===== src/rtl/tile_map_ctrl.sv =====
`default_nettype none
`timescale 1ns/1ps
// ============================================================================
// Module   : tile_map_ctrl
// Purpose  : COLS x ROWS playfield tile store.
//            - Loads preset maps from an internal ROM.
//            - Provides two combinational read ports (drawing and collision).
//            - Keeps an incremental gift count and raises a level-clear pulse.
// Revision : 1.0 - initial release
// ============================================================================
module tile_map_ctrl #(
  parameter int COLS      = 8,
  parameter int ROWS      = 6,
  parameter int TW        = 2,
  parameter int NUM_MAPS  = 4,
  parameter int GIFT_CODE = 2,
  parameter int EXIT_CODE = 3,
  parameter int EXIT_X    = 0,
  parameter int EXIT_Y    = ROWS - 1,
  localparam int XW = $clog2(COLS),
  localparam int YW = $clog2(ROWS),
  localparam int MW = $clog2(NUM_MAPS),
  localparam int CW = $clog2(COLS * ROWS + 1)
) (
  input  logic          clk,
  input  logic          resetN,
  input  logic          load_req,
  input  logic [MW-1:0] map_sel,
  input  logic          wr_en,
  input  logic [XW-1:0] wr_x,
  input  logic [YW-1:0] wr_y,
  input  logic [TW-1:0] wr_data,
  input  logic [XW-1:0] rd_a_x,
  input  logic [YW-1:0] rd_a_y,
  output logic [TW-1:0] rd_a_data,
  input  logic [XW-1:0] rd_b_x,
  input  logic [YW-1:0] rd_b_y,
  output logic [TW-1:0] rd_b_data,
  output logic          busy,
  output logic          wr_ack,
  output logic [CW-1:0] gift_count,
  output logic          level_clear
);

  localparam int CELLS    = COLS * ROWS;
  localparam int IW       = $clog2(CELLS);
  localparam int EXIT_IDX = EXIT_Y * COLS + EXIT_X;
  localparam logic [TW-1:0] GIFT = TW'(GIFT_CODE);
  localparam logic [TW-1:0] EXIT = TW'(EXIT_CODE);

  typedef enum logic [1:0] {
    LOAD = 2'd0,
    SCAN = 2'd1,
    RUN  = 2'd2
  } state_t;

  // Preset map table.
  // Map 0: floor row, 2 gifts.
  // Map 1: floor row, 3 gifts.
  // Map 2: floor row, no gifts.
  // Map 3: floor row, a full top row of gifts.
  function automatic logic [TW-1:0] rom_tile(input int map, input int x, input int y);
    logic [TW-1:0] t;
    t = '0;
    case (map)
      1: begin
        if (y == ROWS - 1) t = TW'(1);
        if ((x == 0 && y == 0) || (x == COLS - 1 && y == 0) ||
            (x == COLS / 2 && y == ROWS / 2)) t = GIFT;
      end
      2: begin
        if (y == ROWS - 1) t = TW'(1);
      end
      3: begin
        if (y == ROWS - 1) t = TW'(1);
        if (y == 0) t = GIFT;
      end
      default: begin
        if (y == ROWS - 1) t = TW'(1);
        if ((x == 1 && y == ROWS - 1) || (x == COLS - 2 && y == ROWS - 2)) t = GIFT;
      end
    endcase
    return t;
  endfunction

  function automatic logic in_range(input logic [XW-1:0] x, input logic [YW-1:0] y);
    return (int'(x) < COLS) && (int'(y) < ROWS);
  endfunction

  function automatic logic [IW-1:0] cell_idx(input logic [XW-1:0] x, input logic [YW-1:0] y);
    int i;
    i = int'(y) * COLS + int'(x);
    return IW'(i);
  endfunction

  logic [TW-1:0] grid [CELLS];
  state_t        state;
  logic [IW-1:0] scan_idx;
  logic [MW-1:0] map_lat;
  logic          cleared;

  logic [IW-1:0] wr_idx;
  logic          wr_accept;
  logic          clear_fire;
  logic [TW-1:0] old_tile;
  logic [TW-1:0] new_tile;
  logic          count_inc;
  logic          count_dec;

  // Write qualification, level-clear trigger and gift-count delta.
  // The effective new tile accounts for the exit overwrite winning over a user write.
  always_comb begin
    wr_idx     = cell_idx(wr_x, wr_y);
    wr_accept  = (state == RUN) && wr_en && !load_req && in_range(wr_x, wr_y);
    clear_fire = (state == RUN) && !load_req && (gift_count == '0) && !cleared;
    old_tile   = wr_accept ? grid[wr_idx] : '0;
    new_tile   = (clear_fire && (wr_idx == IW'(EXIT_IDX))) ? EXIT : wr_data;
    count_inc  = wr_accept && (old_tile != GIFT) && (new_tile == GIFT) && (gift_count != '1);
    count_dec  = wr_accept && (old_tile == GIFT) && (new_tile != GIFT) && (gift_count != '0);
  end

  // Combinational read ports; out-of-range coordinates read as empty.
  always_comb begin
    rd_a_data = in_range(rd_a_x, rd_a_y) ? grid[cell_idx(rd_a_x, rd_a_y)] : '0;
    rd_b_data = in_range(rd_b_x, rd_b_y) ? grid[cell_idx(rd_b_x, rd_b_y)] : '0;
  end

  // Grid storage: reset to map 0, bulk copy on LOAD, user and exit-cell writes in RUN.
  always_ff @(posedge clk or negedge resetN) begin
    if (!resetN) begin
      for (int i = 0; i < CELLS; i++) grid[i] <= rom_tile(0, i % COLS, i / COLS);
    end else if (state == LOAD) begin
      for (int i = 0; i < CELLS; i++) grid[i] <= rom_tile(int'(map_lat), i % COLS, i / COLS);
    end else begin
      if (wr_accept)  grid[wr_idx] <= wr_data;
      // Placed last so the exit code wins over a same-edge user write.
      if (clear_fire) grid[EXIT_IDX] <= EXIT;
    end
  end

  // Control FSM: load / scan / run sequencing, gift counting and registered status outputs.
  always_ff @(posedge clk or negedge resetN) begin
    if (!resetN) begin
      state       <= SCAN;
      scan_idx    <= '0;
      map_lat     <= '0;
      gift_count  <= '0;
      cleared     <= 1'b0;
      busy        <= 1'b1;
      wr_ack      <= 1'b0;
      level_clear <= 1'b0;
    end else begin
      wr_ack      <= wr_accept;
      level_clear <= clear_fire;
      if (load_req) begin
        // Out-of-table indices fall back to map 0.
        map_lat <= (int'(map_sel) >= NUM_MAPS) ? '0 : map_sel;
        state   <= LOAD;
        busy    <= 1'b1;
      end else begin
        case (state)
          LOAD: begin
            gift_count <= '0;
            cleared    <= 1'b0;
            scan_idx   <= '0;
            state      <= SCAN;
          end
          SCAN: begin
            if ((grid[scan_idx] == GIFT) && (gift_count != '1)) gift_count <= gift_count + 1'b1;
            if (scan_idx == IW'(CELLS - 1)) begin
              scan_idx <= '0;
              state    <= RUN;
              busy     <= 1'b0;
            end else begin
              scan_idx <= scan_idx + 1'b1;
            end
          end
          RUN: begin
            if (clear_fire) cleared <= 1'b1;
            if (count_inc)      gift_count <= gift_count + 1'b1;
            else if (count_dec) gift_count <= gift_count - 1'b1;
          end
          default: begin
            state <= SCAN;
            busy  <= 1'b1;
          end
        endcase
      end
    end
  end

endmodule
`default_nettype wire

===== config.mk =====
export PLATFORM = sky130hd
export DESIGN_NAME = tile_map_ctrl
export DESIGN_NICKNAME = d
export VERILOG_FILES = /design/src/rtl/tile_map_ctrl.sv
export SDC_FILE = /design/constraint.sdc
export NUM_CORES = 1
export LEC_CHECK = 0
export CORE_MARGIN = 4
export CORE_UTILIZATION = 44
export CTS_CLUSTER_DIAMETER = 100
export DETAILED_ROUTE_END_ITERATION = 7
export SKIP_CTS_REPAIR_TIMING = 1
export SYNTH_ARGS = -nofsm -noshare
export SYNTH_HDL_FRONTEND = slang
export SYNTH_SLANG_ARGS = --single-unit

===== constraint.sdc =====
create_clock -name clk -period 3.6 [get_ports clk]
set_clock_uncertainty 0.2 [all_clocks]
set_input_delay 0.54 -clock clk [delete_from_list [all_inputs] [get_ports clk]]
set_output_delay 0.54 -clock clk [all_outputs]
set_load 0.03 [all_outputs]

# --- After elaboration in Yosys (flattened, before gate mapping) ---
# Cells that the tools add are included.
op_classes:
  n_mux: 41
  n_eq_ne: 19
  n_lt_le_gt_ge: 8
  reduce_logical: 33
  add_sub_neg: 6
  bitwise: 5
op_table:
  columns: ["op", "n"]
  rows:
  - ["2-to-1 mux 96 bit", 2]
  - ["bitwise mux 96 bit", 1]
  - ["binary-select mux 2 bit (select 6 bit)", 4]
  - ["2-to-1 mux 2 bit", 21]
  - [">= comparator 7 bit (second input constant)", 4]
  - ["inverter 6 -> 7 bit", 4]
  - ["2-to-1 mux 6 bit", 4]
  - ["adder 6 x 3 -> 6 bit", 3]
  - ["one-hot mux 6 bit (3 select lines)", 1]
  - ["logical AND 1 bit", 15]
  - ["adder 6 x 1 -> 6 bit (second input constant)", 2]
  - ["demux 2 bit (select 6 bit)", 1]
  - ["== test 2 bit (second input constant)", 6]
  - ["== test 6 bit (second input constant)", 2]
  - ["one-hot mux 6 bit (2 select lines)", 1]
  - ["inequality test 2 bit (second input constant)", 5]
  - ["less-than comparator 3 bit (second input constant)", 3]
  - ["less-than comparator 7 x 1 -> 1 bit (second input constant)", 1]
  - ["logical NOT 6 bit", 1]
  - ["inequality test 3 bit (second input constant)", 2]
  - ["inequality test 6 bit (second input constant)", 1]
  - ["AND reduction 2 bit", 3]
  - ["nonzero test 2 bit", 3]
  - ["nonzero test 3 bit", 2]
  - ["other kinds (14)", 20]
totals:
  word_cells: 168
  register_bits: 116
  output_inout_bits: 13
  input_bits: 26

# --- Longest topological paths before layout ---
depth:
  depth_word: 13
  ltp_mapped: 13
  mapped_depth_nobuf: 10

# --- Least setup slack after synthesis ---
# No wires, ideal clock.
synth_timing:
  path_type: "in2out"
  from: "input port rd_a_x[0]"
  to: "output port rd_a_data[1]"
  path_stages: 6
  required_ns: 2.860
  t_arrival_ns: 2.832
  slack_ns: 0.028
  cell_sequence: "clkbuf_1 buf_1 mux4_2 mux4_2 mux2i_1 o21ai_0"
synth_via:
  elab_chain_cells: 6
synth_rtl:
  columns: ["element", "line_no", "rtl"]
  rows:
  - ["from (decl)", "33", "input logic [XW-1:0] rd_a_x,"]
  - ["adder 6 x 3 -> 6 bit", "92", "i = int'(y) * COLS + int'(x);"]
  - ["inverter 6 -> 7 bit (implied by the code)", "124", "rd_a_data = in_range(rd_a_x, rd_a_y) ? grid[cell_idx(rd_a_x, rd_a_y)] : '0;"]
  - ["binary-select mux 2 bit (select 6 bit)", "124", null]
  - ["2-to-1 mux 2 bit (implied by the code) (2 in a row)", "124", null]
  - ["2-to-1 mux 2 bit", "124", null]
  - ["to (decl)", "35", "output logic [TW-1:0] rd_a_data,"]
# Every way passes these cells. The select of a mux whose other input is x is not followed.

# --- Final worst setup path ---
layout_timing:
  from: "input port rd_b_x[1]"
  to: "output port rd_b_data[1]"
layout_via:
  elab_chain_cells: 6
layout_rtl:
  columns: ["element", "line_no", "rtl"]
  rows:
  - ["from (decl)", "36", "input logic [XW-1:0] rd_b_x,"]
  - ["adder 6 x 3 -> 6 bit", "92", null]
  - ["inverter 6 -> 7 bit (implied by the code)", "125", "rd_b_data = in_range(rd_b_x, rd_b_y) ? grid[cell_idx(rd_b_x, rd_b_y)] : '0;"]
  - ["binary-select mux 2 bit (select 6 bit)", "125", null]
  - ["2-to-1 mux 2 bit (implied by the code) (2 in a row)", "125", null]
  - ["2-to-1 mux 2 bit", "125", null]
  - ["to (decl)", "38", "output logic [TW-1:0] rd_b_data,"]
# Every way passes these cells. The select of a mux whose other input is x is not followed.

==> out/qor.txt <==
number of diodes -> 0
number of global-route vias before repair -> 7867
Vias -> 8278
DIE AREA -> 0.0222 sq mm
core area -> 0.0195 sq mm
residual DRC count -> 0
end point of the worst hold path -> busy
remaining max-slew budget at the tightest pin -> 0.513
detailed-route wire length per cell -> 23.2 um
length in cells of the worst reg-to-reg path -> 9
part of the cycle the worst path needs -> 0.961
setup tns final -> 0 ns
clock sink count -> 116
endpoints failing setup -> 0
root buffer selected by CTS -> sky130_fd_sc_hd__clkbuf_16
endpoint type of the worst setup path -> primary output
portion of the post-synthesis area used by sequential elements -> 0.333
count of standard-cell rows -> 51
total global routing track utilization -> 0.274
TritonCTS buffer count -> 17
RePlAce Congestion -> 1.02
antenna violations before repair -> 0
leading register cell type out of synthesis -> sky130_fd_sc_hd__dfrtp_1
total number of nets in the final design -> 1039
number of I/O pins -> 39
worst supply voltage drop on vdd -> 0.316 mV
pin count of the biggest net entering global routing -> 54
Post-Synthesis Net Count -> 985
Setup Slack @ Placement -> -0.168 ns
# H-tree levels -> 4
Critical Path Source Type -> input pin
die extent in y -> 149 um
R2R setup slack -> 0.20 ns
clk buf depth -> 2
max capacitance violation total -> 0
number of enable flip-flop cells after synthesis -> 0
power density cells -> 528 mW/mm^2
number of distinct standard cells referenced by the synthesized netlist -> 64
overall routed net length -> 29800 um
initial cell density of the core -> 0.449
GRT overflow -> 0
max-slew violation count -> 0
Crit Reg-Reg Startpoint -> scan_idx[0]
Post-Synthesis Cells -> 951
clock latency on the worst-skew pair -> 0.43 ns
share of synthesized registers carrying an async set or reset -> 1.00
average cell area after synthesis -> 9.21 sq um
area grow syn2layout -> 19.2%
detailed-router iteration count before antenna repair -> 5
fin util -> 0.535
Setup CP Type -> input pin to primary output
width of the chip -> 149 um
Final HPWL DP -> 21200 um
TritonCTS clock tree -> done
Arrival @ worst endpoint -> 2.72 ns
Worst Min Path Start -> busy
number of fill cells in the layout -> 1778
first-iteration detailed-routing DRC count -> 950
slew at the pin with the worst max-slew slack -> 0.730 ns
register bit count reported by yosys -> 116
input/output buffers -> 38
via density per instance -> 6.45
Critical Path Source -> rd_b_x[1]
maximum operating frequency -> 289 MHz
Pwr Total -> 5.51 mW
run status -> completed
hold-critical path depth -> 2
cell area after technology mapping -> 0.00876 sq mm
global-route wire length before repair -> 46400 um
count of synthesis-stage warnings from yosys -> 0
clock transition at the register clock pins on the worst setup and hold paths after CTS -> 0.06 ns
ratio of cells with drive above 1 in the final layout -> 0.226
cell area after layout -> 0.0104 sq mm
worst flop-to-flop path endpoint -> gift_count[4]
Static Leakage -> 4.03 nW
final antenna-violating net count -> 0
final setup slack of the worst path -> 0.141 ns
final critical path time including I/O delays and setup -> 3.46 ns
unrepaired setup endpoints after global routing -> no
worst min-delay path category -> flip-flop to flip-flop
Critical Path RT -> 2.86 ns
final number of hold-violating endpoints -> 0
cell area after placement -> 0.00980 sq mm
maximum fanout count along the critical path -> 24
registers in the layout (all words and copies together), names as in the netlist:
register	cells
level_clear	1
grid	96
map_lat	2
gift_count	6
cleared	1
busy	1
scan_idx	6
wr_ack	1
state	2
Yosys cell counts (all sizes together), types with 8 or more instances:
cell type  instances  area (sq um)
nand2            133           499
a21oi             99           495
mux2i             36           360
ha                 8           100
mux4              70          1580
dfrtp            105          2630
dfstp             11           289
o21ai             62           310
a31oi             25           156
o211ai             9          67.6
clkbuf            58           218
mux2              11           124
nand2b            10          62.6
nand3b            10          75.1
nor3              11          55.1
nor3b             30           235
buf               28           178
nand3             53           265
nor2              55           206
inv               39           146
metrics by stage:
step                      std cells  hold WS, ns
after global routing           1283        0.310
after CTS                      1282      -0.0364
final                          1283        0.269
after global placement         1250        0.260
after detailed placement       1250        0.262
after floorplan                 951       0.0444
final cells by class:
type / count / area, sq um / share of cell area
repair buffers: 121 / 1090 / 0.104
inverters: 39 / 146 / 0.0140
well taps: 265 / 332 / 0.0318
clock inverters: 13 / 181 / 0.0174
clock buffers: 19 / 443 / 0.0424
multi-input cells: 710 / 5330 / 0.511
flip-flops and latches: 116 / 2920 / 0.279
cells by family after synthesis:
kind of cell | after synthesis | synth area share
adders and majority gates | 8 | 0.0114
muxes | 117 | 0.235
AOI/OAI and AO/OA | 251 | 0.172
and+or+nand+nor | 332 | 0.184
buffers and inverters | 125 | 0.0618
xor gates and xnor gates | 2 | 0.00200
DFF | 116 | 0.333
worst max path at each step:
stage / end / slack [ns] / cells past startpoint
final: rd_b_data[1] / 0.14 / 7
after global routing: gift_count[5] / 0.08 / 9
after CTS: rd_a_data[1] / -0.18 / 7
after detailed placement: rd_a_data[1] / -0.17 / 7
after global placement: rd_a_data[1] / -0.15 / 7
after floorplan: rd_a_data[1] / 0.03 / 6
placed cells by master (no fill, tap or decap), types with 4 or more instances in the layout:
cell type and count:
sky130_fd_sc_hd__and3b_1 4, sky130_fd_sc_hd__mux4_2 70, sky130_fd_sc_hd__nor3_2 4, sky130_fd_sc_hd__o221ai_1 4, sky130_fd_sc_hd__nand3b_1 10, sky130_fd_sc_hd__dfrtp_1 105, sky130_fd_sc_hd__ha_1 7, sky130_fd_sc_hd__o211ai_1 9
sky130_fd_sc_hd__o22ai_1 7, sky130_fd_sc_hd__a31oi_1 25, sky130_fd_sc_hd__nor3_1 7, sky130_fd_sc_hd__a311oi_1 4, sky130_fd_sc_hd__nor3b_1 28, sky130_fd_sc_hd__and3_1 5, sky130_fd_sc_hd__clkinv_2 4, sky130_fd_sc_hd__buf_4 76
sky130_fd_sc_hd__inv_1 39, sky130_fd_sc_hd__mux2_2 11, sky130_fd_sc_hd__buf_12 9, sky130_fd_sc_hd__nand3_1 53, sky130_fd_sc_hd__clkdlybuf4s50_1 27, sky130_fd_sc_hd__mux2i_1 36, sky130_fd_sc_hd__nor2_1 55, sky130_fd_sc_hd__dfstp_2 11
sky130_fd_sc_hd__buf_2 6, sky130_fd_sc_hd__nand2_1 133, sky130_fd_sc_hd__nand2b_1 10, sky130_fd_sc_hd__clkbuf_16 17, sky130_fd_sc_hd__a221oi_1 7, sky130_fd_sc_hd__bufinv_16 4, sky130_fd_sc_hd__o21ai_0 62, sky130_fd_sc_hd__a21oi_1 99
critical path, cell delays in order:
cell and delay (ns):
sky130_fd_sc_hd__clkdlybuf4s50_1 0.51, sky130_fd_sc_hd__buf_12 0.20, sky130_fd_sc_hd__mux4_2 0.34, sky130_fd_sc_hd__mux4_2 0.50, sky130_fd_sc_hd__mux2i_1 0.31, sky130_fd_sc_hd__o21ai_0 0.13, sky130_fd_sc_hd__buf_4 0.18
where the power goes:
part	internal [mW]	switching, mW	leakage, nW	total, mW
Clock	1.17	0.650	0.303	1.82
Combinational	0.795	1.19	2.17	1.98
Sequential	1.46	0.247	1.56	1.71
metal layers:
layer,up-vias,part of all wire,GRT usage
met1,4078,0.41,0.389
met2,479,0.46,0.416
met5,-,0,0
met4,0,0.037,0.109
met3,82,0.098,0.0526
li1,3639,-,-
No activity file was read; power rests on OpenSTA's default activity.
